`src/rtl/bram_frame_writer.sv`:
```
// rtl/bram_frame_writer.sv - raster-order RGB565 stream to video BRAM port A writer
module bram_frame_writer #(
  parameter int HSIZE  = 640,
  parameter int VSIZE  = 480,
  parameter int ADDR_W = 19
) (
  input  logic              CLK,
  input  logic              RESET_N,
  input  logic              PIX_VALID,
  output logic              PIX_READY,
  input  logic [15:0]       PIX_DATA,
  input  logic              PIX_SOF,
  input  logic              REVERSE,
  output logic              BRAMWE,
  output logic [ADDR_W-1:0] BRAMADDR,
  output logic [15:0]       BRAMDIN,
  output logic [13:0]       hcnt,
  output logic [ADDR_W-1:0] vcnt,
  output logic              FRAME_DONE,
  output logic              SYNC_ERR
);

  localparam logic [ADDR_W-1:0] LAST_BASE = ADDR_W'((VSIZE - 1) * HSIZE);
  localparam logic [ADDR_W-1:0] ROW_STEP  = ADDR_W'(HSIZE);
  localparam logic [13:0]       LAST_COL  = 14'(HSIZE - 1);

  typedef enum logic [1:0] {IDLE, WRITE, DONE} state_t;

  state_t            state;
  logic              rev_q;

  logic              xfer;
  logic              sof_xfer;
  logic              accept;
  logic              pos_rev;
  logic [13:0]       pos_h;
  logic [ADDR_W-1:0] pos_v;
  logic [ADDR_W-1:0] first_v;
  logic [ADDR_W-1:0] final_v;
  logic [ADDR_W-1:0] next_v;
  logic [ADDR_W-1:0] wr_addr;
  logic              row_end;
  logic              frame_end;

  // The DONE bubble is the only cycle the writer refuses pixels.
  assign PIX_READY = (state != DONE);

  // Position of the pixel being transferred: an SOF always restarts at column 0
  // of the first row for the freshly sampled mode, otherwise the counters apply.
  always_comb begin
    xfer      = PIX_VALID && PIX_READY;
    sof_xfer  = xfer && PIX_SOF;
    accept    = xfer && ((state == WRITE) || PIX_SOF);
    pos_rev   = sof_xfer ? REVERSE : rev_q;
    pos_h     = sof_xfer ? 14'd0 : hcnt;
    pos_v     = vcnt;
    if (sof_xfer) begin
      pos_v = REVERSE ? LAST_BASE : '0;
    end
    first_v   = pos_rev ? LAST_BASE : '0;
    final_v   = pos_rev ? '0 : LAST_BASE;
    next_v    = pos_rev ? (pos_v - ROW_STEP) : (pos_v + ROW_STEP);
    wr_addr   = pos_v + ADDR_W'(pos_h);
    row_end   = (pos_h == LAST_COL);
    frame_end = row_end && (pos_v == final_v);
  end

  // Frame FSM with registered BRAM port, counters and status pulses.
  always_ff @(posedge CLK or negedge RESET_N) begin
    if (!RESET_N) begin
      state      <= IDLE;
      rev_q      <= 1'b0;
      BRAMWE     <= 1'b0;
      BRAMADDR   <= '0;
      BRAMDIN    <= '0;
      hcnt       <= '0;
      vcnt       <= '0;
      FRAME_DONE <= 1'b0;
      SYNC_ERR   <= 1'b0;
    end else begin
      BRAMWE     <= accept;
      FRAME_DONE <= accept && frame_end;
      SYNC_ERR   <= (state == WRITE) && sof_xfer;
      if (accept) begin
        BRAMADDR <= wr_addr;
        BRAMDIN  <= PIX_DATA;
        rev_q    <= pos_rev;
        if (frame_end) begin
          hcnt  <= '0;
          vcnt  <= first_v;
          state <= DONE;
        end else if (row_end) begin
          hcnt  <= '0;
          vcnt  <= next_v;
          state <= WRITE;
        end else begin
          hcnt  <= pos_h + 14'd1;
          vcnt  <= pos_v;
          state <= WRITE;
        end
      end else if (state == DONE) begin
        state <= IDLE;
      end
    end
  end

endmodule

```
`config.mk`:
```
export PLATFORM = sky130hd
export DESIGN_NAME = bram_frame_writer
export DESIGN_NICKNAME = d
export VERILOG_FILES = /design/src/rtl/bram_frame_writer.sv
export SDC_FILE = /design/constraint.sdc
export NUM_CORES = 1
export LEC_CHECK = 0
export CAP_MARGIN = 25
export CORE_MARGIN = 1.5
export CORE_UTILIZATION = 57
export DETAILED_ROUTE_END_ITERATION = 12
export MAX_ROUTING_LAYER = met4
export PLACE_DENSITY = 0.94
export SLEW_MARGIN = 20
export SYNTH_ARGS = -nofsm -noshare
export SYNTH_HDL_FRONTEND = slang
export SYNTH_SLANG_ARGS = --single-unit
```
`constraint.sdc`:
```
create_clock -name CLK -period 9.6 [get_ports CLK]
set_clock_uncertainty 0.15 [all_clocks]
set_input_delay 0.96 -clock CLK [delete_from_list [all_inputs] [get_ports CLK]]
set_output_delay 0.96 -clock CLK [all_outputs]
set_load 0.01 [all_outputs]
```
* After elaboration in Yosys (flattened, before gate mapping)
Index checks and enable logic that the tools add are counted.
** Word-level totals
- Register bits after elaboration :: 74
- Input bits :: 21
- Output and inout port bits :: 72
- Logic and storage cells :: 40
** Operators by class
- Add/subtract/negate cells :: 4
- Equality and inequality tests :: 5
- Multiplexer cells :: 14
- Reductions and logical operators :: 8
** Operators by type and width (count)
- $mux 19 :: 7
- $mux 14 :: 3
- $add 19x10->19 const B :: 1
- $add 19x14->19 :: 1
- $eq 19x19->1 :: 1
- $sub 19x10->19 const B :: 1
- $add 14x1->14 const B :: 1
- $eq 14x10->1 const B :: 1
- $logic_and 1x1->1 :: 6
- $mux 2 :: 3
- $eq 2x1->1 const B :: 1
- $eq 2x2->1 const B :: 1
- $ne 2x2->1 const B :: 1
- $reduce_bool 2->1 :: 1
- $logic_or 1x1->1 :: 1
- $mux 1 :: 1

* Longest topological paths before layout
- Depth after elaboration :: 9
- Gate-level depth with buffers :: 19
- Gate-level depth less buffers :: 14

* Worst setup path before layout
OpenSTA, ideal clock, no wires.
- Kind :: input to register
- Start point :: input PIX_SOF
- End point :: register BRAMADDR[11]
- Library setup time :: 0.129 ns
- Arrival time :: 3.954 ns
- Required time :: 9.321 ns
- Slack :: 5.366 ns
- Stages :: 16
- Path buffers :: 4
- Cells stage by stage :: and2_1 > nand2_1 > buf_2 > buf_2 > buf_2 > clkbuf_1 > and2_1 > ha_1 > a21o_1 > a211oi_1 > a221oi_2 > a21o_1 > a221o_1 > a31oi_1 > xor2_1 > o21ai_1
** On the way
- Cells in the longest elaborated chain, start to end :: 3
- Elaborated cells on any way between the ends :: 6
- Those cells by class :: add/sub: 1; mux: 2; reduce/logical: 3
** RTL lines
- start: declaration :: line 12 : input logic PIX_SOF,
- $logic_and 1x1->1 :: line 52 : sof_xfer = xfer && PIX_SOF;
- $mux 19 or $mux 14 (tied branches) :: line 57, 55
- $add 19x14->19 :: line 63 : wr_addr = pos_v + ADDR_W'(pos_h);
- end signal: assignment :: line 85 : BRAMADDR <= wr_addr;
- end: declaration :: line 15 : output logic [ADDR_W-1:0] BRAMADDR,
Parallel ways exist; a longest one is shown, timed or not.
A chain may end at the register's enable or synchronous reset.

* Worst setup path after layout
- Start point :: input PIX_SOF
- End point :: register vcnt[11]
** On the way
- Cells in the longest elaborated chain, start to end :: 6
- Elaborated cells on any way between the ends :: 16
- Those cells by class :: add/sub: 2; eq/ne: 2; mux: 8; reduce/logical: 4
** RTL lines
- $logic_and 1x1->1 * :: line 52
- $mux 1 * :: line 54 : pos_rev = sof_xfer ? REVERSE : rev_q;
- named net pos_rev :: line 35 : logic pos_rev;
- $mux 19 :: line 61 : final_v = pos_rev ? '0 : LAST_BASE;
- $eq 19x19->1 :: line 65 : frame_end = row_end && (pos_v == final_v);
- $logic_and 1x1->1 :: line 65
- $mux 19 * :: line 88 : if (frame_end) begin
- end signal: assignment :: line 90 : vcnt <= first_v;
- end signal: assignment :: line 94 : vcnt <= next_v;
- end signal: assignment :: line 98 : vcnt <= pos_v;
- end: declaration :: line 18 : output logic [ADDR_W-1:0] vcnt,
The timed path passes the listed nets; every way through them passes the cells marked *.

==> impl_metrics.ini <==
[power]
power_density_nw_per_um2 = 143
ir_worst_vdd_mv = 0.102
power.leakage_nw = 2.76

[floorplan]
pin_count = 93
start_util = 0.583
rows = 34
die_h_um = 97.2
die_w_um = 97.2
core_area_um2 = 8680
die_area_um2 = 9440

[critical_path]
startpoint = PIX_SOF
timing.rr.end = vcnt[11]$_DFFE_PN0P_
r2r_slack_ns = 5.02
r2r_start = state[0]$_DFFE_PN0P_
cp_max_fo = 58
cp.arrival_ns = 5.07
critPathMaxStageDelay_ns = 0.55
startpoint_type = input port
reg2regPathDepth = 13
crit_slowest_cell = clkdlybuf4s50_1
cp.required_ns = 9.73
endpoint = vcnt[11]$_DFFE_PN0P_
crit_path_frequent_cell = nand2_1
crit_type = in2reg
crit_chain = clkdlybuf4s50_1 -> and2_1 -> nand2_1 -> buf_4 -> a21oi_1 -> inv_1 -> ha_1 -> nor4b_1 -> nand2_1 -> nor3_1 -> o211a_1 -> a211oi_1 -> a311o_1 -> a31oi_1
cp-end-kind = register

[min_path]
hp-class = in2async

[logic_synthesis]
ys_types = 71
synthArstFlopShare = 1.00
ys.flop_type = dfrtp_1
seq_area_frac_synth = 0.366
avgSynthCellArea_um2 = 8.10
netlist_instances = 624
syn_area_um2 = 5060
synth_nets = 663
synth_edf_count = 0
synth_seq_cells = 74
yosys_warnings = 0

[placement]
gp_congestion = 1.02
dp.cells = 787
placed_area_um2 = 5950
port_buffers = 92
hpwlAfterDp_um = 10800
place_ws_ns = 4.36

[global_route]
grt_first_pass_wirelength_um = 25400
grt_pass1_vias = 5012
grt_antenna_before_repair = 0
grt_overflow_total = 0
gr-usage-all-layers = 0.345
grt_max_degree = 79

[clocking]
cts_resized = 0
cts_hold_buf = 0
cts_setup_buffers = 0
cts_buffers = 9
clk_latency_ns = 0.36
cts_tree = done
clock-sinks = 74
cts_buffer_depth = 2
clockRootBuffer = clkbuf_8
path_clk_slew_ns = 0.09
ctsHtreeMaxLevel = 3

[timing]
finalCriticalPeriod_ns = 4.94
setup_violations = 0
fmax_ghz = 0.202
rsz0062_at_grt = false
tightest_slew_ns = 0.870
fin_hold_ws_ns = 0.305
setup_tns_ns = 0
drv_slew = 0
hold_viol_final = 0
setup_ws_ns = 4.66
max_slew_margin = 0.420
fin_crit_sh = 0.515

[flow_run]
cap_violations = 0

[detailed_routing]
first_pass_iters = 7
antenna_left = 0
routedWlPerCell_um = 19.3
vias = 5094
totalWireLength_um = 15500
via_per_inst = 6.34
drtIter0Drc = 467
drc = 0

[final_layout]
antenna_cells = 0
fin_cells = 804
final_cell_mix = nand2_1, clkdlybuf4s50_1, dfrtp_1
drive_gt1_frac = 0.0690
nFillCells = 673
area_growth_pct = 22.6
final_area_um2 = 6200
layout_commonest_cell = nand2_1
seq_area_um2 = 1850
final_nets = 730
multi_input_area_um2 = 2930

[run_status]
status = finished clean
-- registers in the layout (all words and copies together) (netlist names) --
register,cells
hcnt,14
SYNC_ERR,1
BRAMADDR,19
rev_q,1
state,2
FRAME_DONE,1
BRAMDIN,16
BRAMWE,1
vcnt,19
-- Yosys cell counts (4+ instances only) --
| library cell | n | area share |
|---|---|---|
| buf_2 | 7 | 0.0069 |
| o31ai_1 | 9 | 0.013 |
| o21ai_1 | 10 | 0.0099 |
| maj3_1 | 4 | 0.0079 |
| and3_1 | 9 | 0.011 |
| buf_4 | 4 | 0.0059 |
| inv_1 | 16 | 0.012 |
| dfrtp_1 | 74 | 0.37 |
| xnor2_1 | 15 | 0.026 |
| nor2_1 | 32 | 0.024 |
| a31oi_1 | 10 | 0.012 |
| ha_1 | 17 | 0.042 |
| nor3_1 | 16 | 0.016 |
| nor2b_1 | 7 | 0.0087 |
| and2_1 | 25 | 0.031 |
| a21o_1 | 9 | 0.013 |
| nor4_1 | 5 | 0.0062 |
| o21ai_0 | 49 | 0.049 |
| a21oi_1 | 34 | 0.034 |
| nand2_1 | 129 | 0.096 |
| nand2b_1 | 4 | 0.0049 |
| o211ai_1 | 4 | 0.0059 |
| nand4_1 | 5 | 0.0062 |
| nand3_1 | 16 | 0.016 |
| clkbuf_1 | 24 | 0.018 |
| xor2_1 | 12 | 0.021 |
-- report_power, final --
group | internal (W) | switching (W) | total, W
logic | 0.000109 | 0.000124 | 0.000234
clock network | 0.000149 | 0.000135 | 0.000284
registers | 0.000337 | 0.0000338 | 0.000371
-- cell families (layout without fill, tap and decap cells) --
| logic type | Yosys count | after routing | share of synthesized area |
|---|---|---|---|
| adder cells (fa/ha/maj) | 22 | 22 | 0.0539 |
| flip-flops | 74 | 74 | 0.366 |
| buffers and inverters | 60 | 132 | 0.0542 |
| multiplexers | 2 | 2 | 0.00421 |
| AO/OA/AOI/OAI | 172 | 172 | 0.225 |
| XOR/XNOR | 27 | 27 | 0.0468 |
| AND/OR/NAND/NOR | 267 | 267 | 0.250 |
-- worst max-delay path: cells and delay by family --
family	cells	cell delay, ns
buffers and inverters	3	1.11
AOI/OAI and AO/OA	5	1.60
and+or+nand+nor	5	0.96
adders and majority gates	1	0.38
-- through the flow --
step,power (W),utilization
3_3_place_gp,0.000600,0.685
4_1_cts,0.000885,0.711
3_5_place_dp,0.000605,0.685
5_1_grt,0.000927,0.714
6_report,0.000888,0.714
2_1_floorplan,0.000503,-
-- area by class of cell --
cell class | instances | area share
repair buffers | 97 | 0.157
well taps | 108 | 0.0218
clock inverters | 7 | 0.0162
multi-input cells | 490 | 0.473
flip-flops and latches | 74 | 0.299
clock buffers | 9 | 0.0200
inverters | 19 | 0.0127
-- how the worst min path moves through the flow --
stage	slack (ns)	end	cells past startpoint	startpoint
detailed placement	0.32	BRAMDIN[15]$_DFFE_PN0P_	2	BRAMDIN[15]$_DFFE_PN0P_
global route	0.31	vcnt[12]$_DFFE_PN0P_	1	RESET_N
global placement	0.31	BRAMDIN[7]$_DFFE_PN0P_	2	BRAMDIN[7]$_DFFE_PN0P_
CTS	0.34	BRAMDIN[4]$_DFFE_PN0P_	2	BRAMDIN[4]$_DFFE_PN0P_
floorplan	0.32	SYNC_ERR$_DFF_PN0_	1	state[1]$_DFFE_PN0P_
finish	0.30	vcnt[15]$_DFFE_PN0P_	1	RESET_N
-- per-layer routing --
| layer | share of wire | global-route usage |
|---|---|---|
| met2 | 0.48 | 0.551 |
| met3 | 0.082 | 0.0647 |
| met5 | 0 | - |
| met1 | 0.40 | 0.426 |
| met4 | 0.030 | 0.159 |
Power figures use the tool's default switching activity.
